File: src/rtl/pc_stack_unit.sv
`default_nettype none
// ============================================================================
// Module   : pc_stack_unit
// Brief    : Pushes/pops the 23-bit PC as two 16-bit stack words for CALL/RETURN.
// Revision : 1.0 - initial release
// ============================================================================
module pc_stack_unit #(
    parameter logic [15:0] SP_BASE = 16'h0800
) (
    input  logic        clk_i,
    input  logic        rst_ni,
    input  logic        push_i,
    input  logic        pop_i,
    input  logic [23:0] pc_addr_i,
    input  logic [15:0] splim_i,
    output logic        mem_req_o,
    output logic        mem_we_o,
    output logic [15:0] mem_addr_o,
    output logic [15:0] mem_wdata_o,
    input  logic [15:0] mem_rdata_i,
    input  logic        mem_ack_i,
    output logic        pcload_o,
    output logic [15:0] databus_o,
    output logic        databus_oe_o,
    output logic [15:0] sp_o,
    output logic        busy_o,
    output logic        done_o,
    output logic        stk_err_o
);

    typedef enum logic [2:0] {
        ST_IDLE    = 3'd0,
        ST_PUSH_LO = 3'd1,
        ST_PUSH_HI = 3'd2,
        ST_POP_HI  = 3'd3,
        ST_POP_LO  = 3'd4,
        ST_PC_LOAD = 3'd5,
        ST_PC_LSW  = 3'd6,
        ST_PC_MSW  = 3'd7
    } state_t;

    state_t      r_state;
    logic [15:0] r_sp;
    logic [15:0] r_lsw;
    logic [15:0] r_msw;
    logic        r_done;
    logic        r_err;

    logic        w_push_ok;
    logic        w_pop_ok;
    logic [15:0] w_sp_inc;
    logic [15:0] w_sp_dec;

    // Limit checks evaluated in 17 bits so the comparison itself cannot wrap.
    assign w_push_ok = ({1'b0, r_sp} + 17'd4) <= {1'b0, splim_i};
    assign w_pop_ok  = {1'b0, r_sp} >= ({1'b0, SP_BASE} + 17'd4);
    assign w_sp_inc  = r_sp + 16'd2;
    assign w_sp_dec  = r_sp - 16'd2;

    always_ff @(posedge clk_i or negedge rst_ni) begin
        if (!rst_ni) begin
            r_state <= ST_IDLE;
            r_sp    <= SP_BASE;
            r_lsw   <= 16'h0000;
            r_msw   <= 16'h0000;
            r_done  <= 1'b0;
            r_err   <= 1'b0;
        end else begin
            r_done <= 1'b0;
            r_err  <= 1'b0;
            case (r_state)
                ST_IDLE: begin
                    if (push_i) begin
                        if (w_push_ok) begin
                            r_lsw   <= {pc_addr_i[15:1], 1'b0};
                            r_msw   <= {9'b0, pc_addr_i[22:16]};
                            r_state <= ST_PUSH_LO;
                        end else begin
                            r_err <= 1'b1;
                        end
                    end else if (pop_i) begin
                        if (w_pop_ok) begin
                            r_state <= ST_POP_HI;
                        end else begin
                            r_err <= 1'b1;
                        end
                    end
                end
                ST_PUSH_LO: begin
                    if (mem_ack_i) begin
                        r_sp    <= w_sp_inc;
                        r_state <= ST_PUSH_HI;
                    end
                end
                ST_PUSH_HI: begin
                    if (mem_ack_i) begin
                        r_sp    <= w_sp_inc;
                        r_done  <= 1'b1;
                        r_state <= ST_IDLE;
                    end
                end
                ST_POP_HI: begin
                    if (mem_ack_i) begin
                        r_msw   <= mem_rdata_i;
                        r_sp    <= w_sp_dec;
                        r_state <= ST_POP_LO;
                    end
                end
                ST_POP_LO: begin
                    if (mem_ack_i) begin
                        r_lsw   <= {mem_rdata_i[15:1], 1'b0};
                        r_sp    <= w_sp_dec;
                        r_state <= ST_PC_LOAD;
                    end
                end
                ST_PC_LOAD: r_state <= ST_PC_LSW;
                ST_PC_LSW:  r_state <= ST_PC_MSW;
                ST_PC_MSW: begin
                    r_done  <= 1'b1;
                    r_state <= ST_IDLE;
                end
                default: r_state <= ST_IDLE;
            endcase
        end
    end

    // Outputs decode only registered state, so no input reaches an output combinationally.
    always_comb begin
        mem_req_o    = 1'b0;
        mem_we_o     = 1'b0;
        mem_addr_o   = 16'h0000;
        mem_wdata_o  = 16'h0000;
        pcload_o     = 1'b0;
        databus_o    = 16'h0000;
        databus_oe_o = 1'b0;
        case (r_state)
            ST_PUSH_LO: begin
                mem_req_o   = 1'b1;
                mem_we_o    = 1'b1;
                mem_addr_o  = r_sp;
                mem_wdata_o = r_lsw;
            end
            ST_PUSH_HI: begin
                mem_req_o   = 1'b1;
                mem_we_o    = 1'b1;
                mem_addr_o  = r_sp;
                mem_wdata_o = r_msw;
            end
            ST_POP_HI, ST_POP_LO: begin
                mem_req_o  = 1'b1;
                mem_addr_o = w_sp_dec;
            end
            ST_PC_LOAD: pcload_o = 1'b1;
            ST_PC_LSW: begin
                databus_o    = r_lsw;
                databus_oe_o = 1'b1;
            end
            ST_PC_MSW: begin
                databus_o    = r_msw;
                databus_oe_o = 1'b1;
            end
            default: ;
        endcase
    end

    assign sp_o      = r_sp;
    assign busy_o    = (r_state != ST_IDLE);
    assign done_o    = r_done;
    assign stk_err_o = r_err;

endmodule
`default_nettype wire

File: config.mk
export PLATFORM = sky130hd
export DESIGN_NAME = pc_stack_unit
export DESIGN_NICKNAME = d
export VERILOG_FILES = /design/src/rtl/pc_stack_unit.sv
export SDC_FILE = /design/constraint.sdc
export NUM_CORES = 1
export LEC_CHECK = 0
export ABC_AREA = 1
export CORE_ASPECT_RATIO = 1.1
export CORE_MARGIN = 2
export CORE_UTILIZATION = 35
export CTS_BUF_LIST = sky130_fd_sc_hd__clkbuf_8
export CTS_CLUSTER_SIZE = 20
export DETAILED_ROUTE_END_ITERATION = 16
export DONT_BUFFER_PORTS = 1
export SLEW_MARGIN = 20
export SYNTH_ARGS = -nofsm -noshare
export SYNTH_HDL_FRONTEND = slang
export SYNTH_SLANG_ARGS = --single-unit
export TNS_END_PERCENT = 10
File: constraint.sdc
create_clock -name clk_i -period 3.3 [get_ports clk_i]
set_clock_uncertainty 0.1 [all_clocks]
set_input_delay 0.495 -clock clk_i [delete_from_list [all_inputs] [get_ports clk_i]]
set_output_delay 0.495 -clock clk_i [all_outputs]
set_load 0.05 [all_outputs]
# Word-level counts from Yosys, hierarchy flattened
# Index checks and enable logic that the tools add are counted.
# word_totals
input_bits	61
elab_cells	76
output_inout_bits	71
reg_bits	53
# op_classes
mux	34
reduce_logical	13
n_eq_ne	18
addsub	3
n_lt_le_gt_ge	2
# ops
op	n
case mux 16 bit (2 select lines)	6
two-way mux 16 bit	8
two-way mux 3 bit	8
case mux 3 bit (8 select lines)	1
adder 16 x 3 -> 17 bit, second input constant	1
<= comparator 17 x 16 -> 1 bit	1
adder 16 x 2 -> 16 bit, second input constant	1
>= comparator 16 x 12 -> 1 bit, second input constant	1
subtractor 16 x 2 -> 16 bit, second input constant	1
== test 3 bit, second input constant	4
!= test 2 bit, second input constant	6
two-way mux 1 bit	10
!= test 3 bit, second input constant	3
AND reduction 4 bit	2
AND reduction 7 bit	1
== test 3 x 2 -> 1 bit, second input constant	2
nonzero test 2 bit	3
OR reduction 2 bit	3
!= test 2 x 1 -> 1 bit, second input constant	2
OR reduction 4 bit	1
== test 3 x 1 -> 1 bit, second input constant	1
zero test 3 bit	1
AND reduction 3 bit	1
nonzero test 3 bit	1
case mux 1 bit (2 select lines)	1

# Longest topological paths before layout
# depth
ltp_word	5
ltp_mapped	23
mapped_depth_nobuf	22

# Worst setup path after synthesis
# OpenSTA, ideal clock, no wires.
# synth_path
kind	register to register
start	register r_sp[5], in the netlist sp_o[5]
end	register r_msw[11]
stages_incl_launch_ff	21
period_less_slack_ps	3201
path_slack_ps	99
path_buffers	2
arrival_time_ps	2984
cell_sequence	dfrtp_1 > buf_4 > nand2_2 > nor3_1 > nand3_1 > nor2_1 > xor2_1 > inv_1 > ha_1 > inv_1 > nor2_1 > nand2_1 > nor2_1 > nand3_1 > nand2_2 > nand2_4 > nand2_4 > nand2_8 > buf_12 > nand2_2 > nand2_2
# synth_between
elab_chain_cells	4
# synth_rtl
item	line_no	rtl
from (decl)	43	logic [15:0] r_sp;
from (signal assigned)	91	r_sp <= w_sp_inc;
from (signal assigned)	97	r_sp <= w_sp_inc;
from (signal assigned)	105	r_sp <= w_sp_dec;
adder 16 x 3 -> 17 bit	55	assign w_push_ok = ({1'b0, r_sp} + 17'd4) <= {1'b0, splim_i};
<= comparator 17 x 16 -> 1 bit	55	
!= test 2 bit (no source line)	n/a	
AND reduction 4 bit (no source line)	n/a	
to (signal assigned)	76	r_msw <= {9'b0, pc_addr_i[22:16]};
to (signal assigned)	104	r_msw <= mem_rdata_i;
to (decl)	45	logic [15:0] r_msw;
# Every way passes these cells.
# A chain may end at the register's enable or synchronous reset.

# Worst setup path after layout
# layout_path
start	register r_sp[2], in the netlist sp_o[2]
end	output mem_addr_o[15]
# layout_between
elab_chain_cells	2
# layout_rtl
item	line_no	rtl
subtractor 16 x 2 -> 16 bit	58	assign w_sp_dec = r_sp - 16'd2;
case mux 16 bit (2 select lines)	136	case (r_state)
to (decl)	18	output logic [15:0] mem_addr_o,
# Every way passes these cells.

==> impl_metrics.env <==
export IMPL_syn_inst=672
export IMPL_drive_gt1_share_pct=21.46
export IMPL_antenna_found_initial=0
export IMPL_overflow=0
export IMPL_cp_max_fo=7
export IMPL_final_hold_viol_count=0
export IMPL_die_w_um=112.4
export IMPL_antenna_left=0
export IMPL_fin_cells=884
export IMPL_gp_congestion=0.9909
export IMPL_synth_cell_type_count=38
export IMPL_drt_wirelength_per_cell_um=15.36
export IMPL_yosys_area_top_type="dfrtp_1"
export IMPL_synth_main_ff_cell="dfrtp_1"
export IMPL_yosys_warnings=0
export IMPL_ys_ff_latch=51
export IMPL_relSlewSlack_pct=48.45
export IMPL_root_buffer="clkbuf_8"
export IMPL_seq_area_frac_synth_pct=28.24
export IMPL_die_y_um=123.2
export IMPL_diodes=0
export IMPL_synthesis_area_um2=4524
export IMPL_start_util_pct=35.78
export IMPL_first_pass_iters=4
export IMPL_io_buffers=0
export IMPL_worst_pin_slew_ps=771.5
export IMPL_synthTopCellsByCount="nand2_1, inv_1, nand3_1"
export IMPL_grt_busiest_layer="met2"
export IMPL_dieArea_um2=13850
export IMPL_cp_required_ps=2700
export IMPL_synth_area_top_cells="dfrtp_1, nand2_1, inv_1"
export IMPL_drc=0
export IMPL_fp_coreArea_um2=12640
export IMPL_multiInputGateArea_um2=2645
export IMPL_ir_drop_mv=0.5038
export IMPL_power_density_nw_per_um2=1190
export IMPL_grt_pass1_wl_mm=21.94
export IMPL_track_usage_pct=19.55
export IMPL_cts_tree="built"
export IMPL_std_cell_rows=43
export IMPL_cts_sinks=51
export IMPL_finalCritPeriodShare_pct=93.44
export IMPL_maxCapViolations=0
export IMPL_fill_cells=1368
export IMPL_drt_iter0_markers=213
export IMPL_seq_area_um2=1279
export IMPL_vias=4537
export IMPL_routed_wl_mm=13.58
export IMPL_grt_use_met2_pct=35.20
export IMPL_crit_arrival_ps=2490
export IMPL_hpwl_mm=10.53
export IMPL_synth_edff_count=0
export IMPL_syn_to_final_growth_pct=15.35
export IMPL_synth_top_cell_area_share_pct=27.65
export IMPL_min_path_type="in2reg"
export IMPL_async_flop_share_pct=100.0
export IMPL_clk_latency_ps=310
export IMPL_met3_usage_pct=3.284
export IMPL_path_clk_slew_ps=100
export IMPL_start_kind="flop"
export IMPL_numCtsBuffers=5
export IMPL_nets=808
export IMPL_post_synth_top_count_cell="nand2_1"
export IMPL_fin_crit_ps=3083
export IMPL_power_leakage_nw=2.765
export IMPL_vias_per_cell=5.132
export IMPL_finalSetupTns_ps=0
export IMPL_io_pins=132
export IMPL_avgSynthCellArea_um2=6.733
export IMPL_dp_cells=874
export IMPL_fmax_mhz=324.3
export IMPL_met1_usage_pct=23.92
export IMPL_slew_viol_final=0
export IMPL_crit_type="reg2out"
export IMPL_clk_path_buf_depth=2
export IMPL_rsz0062_at_grt="false"
export IMPL_end_kind="output port"
export IMPL_setup_viol=0
export IMPL_grt_max_degree=52
export IMPL_grt_pass1_vias=4505
export IMPL_run_status="completed"
export IMPL_cts_max_level=2
[layer usage]
layer,up-vias,wire [um]
met1,2080,5707
met2,169,6738
met4,0,290
li1,2260,-
met5,-,0
met3,28,844
[worst max-delay path, stage by stage, from the launching register on]
cell and delay (ps):
dfrtp_2 460, inv_1 100, buf_4 170, ha_1 210
nand3_1 140, nor2_2 150, nand2_1 130, nor2_1 180
inv_1 80, o21ai_1 110, nand3_1 100, o21ai_1 140
buf_4 230
[worst paths after layout]
kind                                startpoint  slack, ps        endpoint  cells after the start
worst max-delay path                   sp_o[2]        220  mem_addr_o[15]                     12
worst min-delay path            mem_rdata_i[7]        220        r_msw[7]                      2
worst max register to register         sp_o[2]        270       r_msw[10]                     18
worst min register to register        r_msw[8]        380        r_msw[8]                      2
max in group asynchronous               rst_ni       2220        sp_o[11]                      2
min in group asynchronous               rst_ni        580        r_msw[9]                      2
[flip-flops by register name, indices dropped and copies added (netlist names)]
name / cells
stk_err_o: 1
r_msw: 16
r_lsw: 15
r_state: 3
done_o: 1
sp_o: 15
[power breakdown]
part,total [mW],leakage (nW),switching [mW],internal (mW)
Clock,0.377,0.0460,0.227,0.150
Combinational,4.64,2.08,3.34,1.30
Sequential,1.19,0.641,0.277,0.913
[cell families after synthesis]
family / count (synthesis) / synth area share, %
AO/OA/AOI/OAI: 108 / 13.33
XOR/XNOR: 17 / 3.291
adder cells (fa/ha/maj): 21 / 5.807
buffers and inverters: 138 / 13.61
flip-flops: 51 / 28.24
other: 1 / 0.08289
AND/OR/NAND/NOR: 336 / 35.65
[stage by stage]
step / cell area, um2 / util (%) / hold slack (ps) / setup WS (ps) / power [mW]
2_1_floorplan: 4528 / - / 99.41 / 99.49 / 4.708
3_3_place_gp: 5081 / 40.19 / 100.9 / 186.5 / 5.738
3_5_place_dp: 5081 / 40.19 / 100.8 / 109.2 / 5.822
4_1_cts: 5207 / 41.19 / 207.4 / 96.19 / 6.235
5_1_grt: 5219 / 41.28 / 209.5 / 5.085 / 6.686
6_report: 5219 / 41.28 / 219.9 / 216.6 / 6.209
[repair_timing]
item,4_1_cts,5_1_grt
setup buffers,0,0
gates resized for setup,0,4
endpoints found under the setup margin,0,32
hold endpoints to repair,51,0
hold buffers,2,0
[cell type report]
cell class,count,area share [%]
Clock buffer,5,1.319
Clock inverter,3,0.3836
Inverter,105,7.552
Multi-Input combinational cell,484,50.68
Sequential cell,51,24.50
Tap cell,157,3.764
Timing Repair Buffer,79,11.80
[layout by cell type, fill, tap and decap left out, types with 2 or more instances in the layout]
| master | netlist | layout |
|---|---|---|
| conb_1 | 1 | 2 |
| clkbuf_8 | 0 | 5 |
| nor2_4 | 4 | 4 |
| buf_4 | 10 | 77 |
| o31ai_1 | 2 | 2 |
| o21ai_0 | 44 | 30 |
| a21o_1 | 2 | 2 |
| ha_1 | 21 | 21 |
| nand2_4 | 9 | 9 |
| nor3_1 | 5 | 4 |
| a21oi_1 | 13 | 13 |
| nand3_1 | 52 | 52 |
| nand2_2 | 34 | 34 |
| nand4_1 | 16 | 16 |
| clkinv_1 | 2 | 2 |
| nor2_1 | 44 | 42 |
| o22ai_1 | 31 | 31 |
| o21ai_1 | 9 | 23 |
| a31oi_1 | 4 | 4 |
| nand2_1 | 163 | 163 |
| inv_1 | 92 | 93 |
| nand3_2 | 2 | 2 |
| nor2_2 | 4 | 6 |
| xor2_1 | 15 | 15 |
| xnor2_1 | 2 | 2 |
| dfrtp_1 | 50 | 49 |
| inv_2 | 11 | 11 |
(Power assumes the default switching activity.)
==> patch, RTL diff (same settings) <==
Encoding of `state_t`: now one-hot (8 bits for 8 states).
--- a/src/rtl/pc_stack_unit.sv
+++ b/src/rtl/pc_stack_unit.sv
@@ -28,15 +28,15 @@
     output logic        stk_err_o
 );
 
-    typedef enum logic [2:0] {
-        ST_IDLE    = 3'd0,
-        ST_PUSH_LO = 3'd1,
-        ST_PUSH_HI = 3'd2,
-        ST_POP_HI  = 3'd3,
-        ST_POP_LO  = 3'd4,
-        ST_PC_LOAD = 3'd5,
-        ST_PC_LSW  = 3'd6,
-        ST_PC_MSW  = 3'd7
+    typedef enum logic [7:0] {
+        ST_IDLE    = 8'b00000001,
+        ST_PUSH_LO = 8'b00000010,
+        ST_PUSH_HI = 8'b00000100,
+        ST_POP_HI  = 8'b00001000,
+        ST_POP_LO  = 8'b00010000,
+        ST_PC_LOAD = 8'b00100000,
+        ST_PC_LSW  = 8'b01000000,
+        ST_PC_MSW  = 8'b10000000
     } state_t;
 
     state_t      r_state;
Behaviour: same outputs for any inputs over 4 cycles, from zero or initial values and one cycle with rst_ni low; so few cycles prove little.
==> patch against the unedited design <==
  * Non-clock buffer count shrank 3
  * Worst setup slack gained 0.048 ns
  * Power shrank 17%
  * Sequential cell count grew 5
  * First-iteration DRC count grew 55%
  * Synthesized cell count grew 4.8%
  * Final area grew 3.8%
  * Routed wire length grew 3.5%
  * Area after synthesis grew 3.3%
  * Utilization grew 0.081 points
==> patch: results (changes against the unedited design) <==
GRT
  – M1 GR Usage: 25.00% (+1.1 points)
  – Met3 usage: 3.635% (+0.35 points)
  – Met2 Resource Use GR: 34.21% (-0.99 points)
  – Initial antenna violation count: 0 (unchanged)
  – Vias in the first global route: 4,506 (+0.022%)
  – GR Util All Layers: 19.94% (+0.39 points)
  – First-pass GRT wire length: 22,830 µm (+4.1%)
  – Largest net degree at the start of global routing: 57 (+9.6%)

Placement
  – Placement Setup Slack: 0.2271 ns (+0.1179 ns)
  – Gp weighted congestion: 0.9006 (-9.1%)
  – Post-DP HPWL: 10,430 µm (-0.99%)
  – PortBufs: 0 (unchanged)

Timing
  – Worst slew margin: 60.18% (+12 points)
  – Period utilization: 91.97% (-1.5 points)

Yosys
  – Yosys warning count: 0 (unchanged)
  – Top post-synthesis cells by count: 172 x nand2_1, 108 x inv_1, 73 x nand3_1
  – Synth Flop Type: dfrtp_1
  – Ranking of synthesized cells by area: dfrtp_1 29%, nand2_1 14%, inv_1 8.7%
  – Seq/Total Area, Yosys: 30.03% (+1.8 points)
  – Synth unique cells: 39 (+2.6%)

Finish
  – Max reg flops: 16 (unchanged)
  – Antenna diode count: 0 (unchanged)
  – Register with the most flip-flops: r_msw
  – Total Nets Final: 839 (+3.8%)
  – Fillers: 1,424 (+4.1%)
  – Share of layout cells above drive strength 1: 16.75% (-4.7 points)

CTS
  – Clock latency on the worst-skew pair: 0.33 ns (+0.02 ns)
  – Clock root buffer: clkbuf_8
  – CTS clk-pin slew, worst paths: 0.12 ns (+0.02 ns)
  – Num CTS Buffers: 5 (unchanged)
  – Post-CTS setup buffer count: 0 (unchanged)
  – CTS H-tree lvls: 2 (unchanged)

Critical path
  – Reg2reg setup slack: 0.26 ns
  – CP max FO: 8 (+1)
  – Critical path arrival: 2.44 ns (-0.05 ns)

Pwr
  – VDD IR max: 507.3 µV (+0.69%)
  – Leakage power: 2.875 nW (+4.0%)

Drt
  – Starting DRC count in detailed routing: 331 (+55%)
  – Via density: 5.131 (about the same)
  – Routed WL: 14,050 µm (+3.5%)
  – 1st-pass router iterations: 5 (+1)

Outcome
  – Status: completed

Min path
  – Worst hold path type: in -> reg
-- patch: path summary, 6_finish.rpt --
kind                                        to     start  depth (start not counted)
worst max-delay path            mem_addr_o[10]   sp_o[6]                          9
worst min-delay path                 stk_err_o     pop_i                          2
worst max register to register        r_msw[5]   sp_o[3]                         17
worst min register to register        r_msw[4]  r_msw[4]                          2
max in group asynchronous           r_state[0]    rst_ni                          2
min in group asynchronous            r_lsw[10]    rst_ni                          2
-- patch: through the flow --
step / std cells / hold WS [ns] / util [%] / area, µm²
CTS: 919 / 0.1713 / 41.11 / 5386
finish: 919 / 0.1858 / 41.36 / 5419
floorplan: 705 / 0.09941 / - / 4678
global route: 919 / 0.1677 / 41.36 / 5419
detailed placement: 909 / 0.1008 / 40.09 / 5253
global placement: 909 / 0.1011 / 40.09 / 5253
-- patch: repair_timing --
item,4_1_cts,5_1_grt
hold endpoints to repair,56,0
setup endpoints to repair,0,34
resized for setup,0,7
hold buffers,2,0
-- patch: report_power, final --
part	switching, W	internal [W]	leakage [nW]
sequential	0.000222	0.000989	0.706
combinational	0.00254	0.000997	2.12
clock	0.000262	0.000157	0.0463
total	0.00303	0.00214	2.88
-- patch: area by class of cell --
class / instances / area [µm²] / share of cell area (%)
Timing Repair Buffer: 76 / 600.6 / 11.08
Multi-Input combinational cell: 499 / 2665 / 49.18
Clock buffer: 5 / 68.82 / 1.270
Tap cell: 161 / 201.4 / 3.717
Clock inverter: 3 / 27.53 / 0.5080
Inverter: 119 / 451.7 / 8.335
Sequential cell: 56 / 1404 / 25.91
-- patch: critical path: stages (launching register included) --
cell and delay [ns]:
dfrtp_1 0.52, buf_4 0.25, nor2_1 0.21, nand3_1 0.14
nor3b_1 0.37, nand2_1 0.09, nand2_1 0.07, nand3_1 0.08
o21ai_1 0.13, buf_4 0.23
-- patch: cell families after synthesis --
| kind of cell | Yosys count | synth area share (%) |
|---|---|---|
| simple gates | 348 | 34.37 |
| buf+inv | 150 | 13.57 |
| compound gates | 110 | 12.96 |
| flops | 56 | 30.03 |
| fa+ha+maj | 21 | 5.621 |
| xor+xnor | 18 | 3.373 |
| other cells | 1 | 0.08022 |
-- patch: routing by layer --
layer / vias up / wire length, µm
met5: - / 0
met4: 0 / 365
met3: 24 / 865
met2: 161 / 6908
met1: 2168 / 5912
li1: 2362 / -
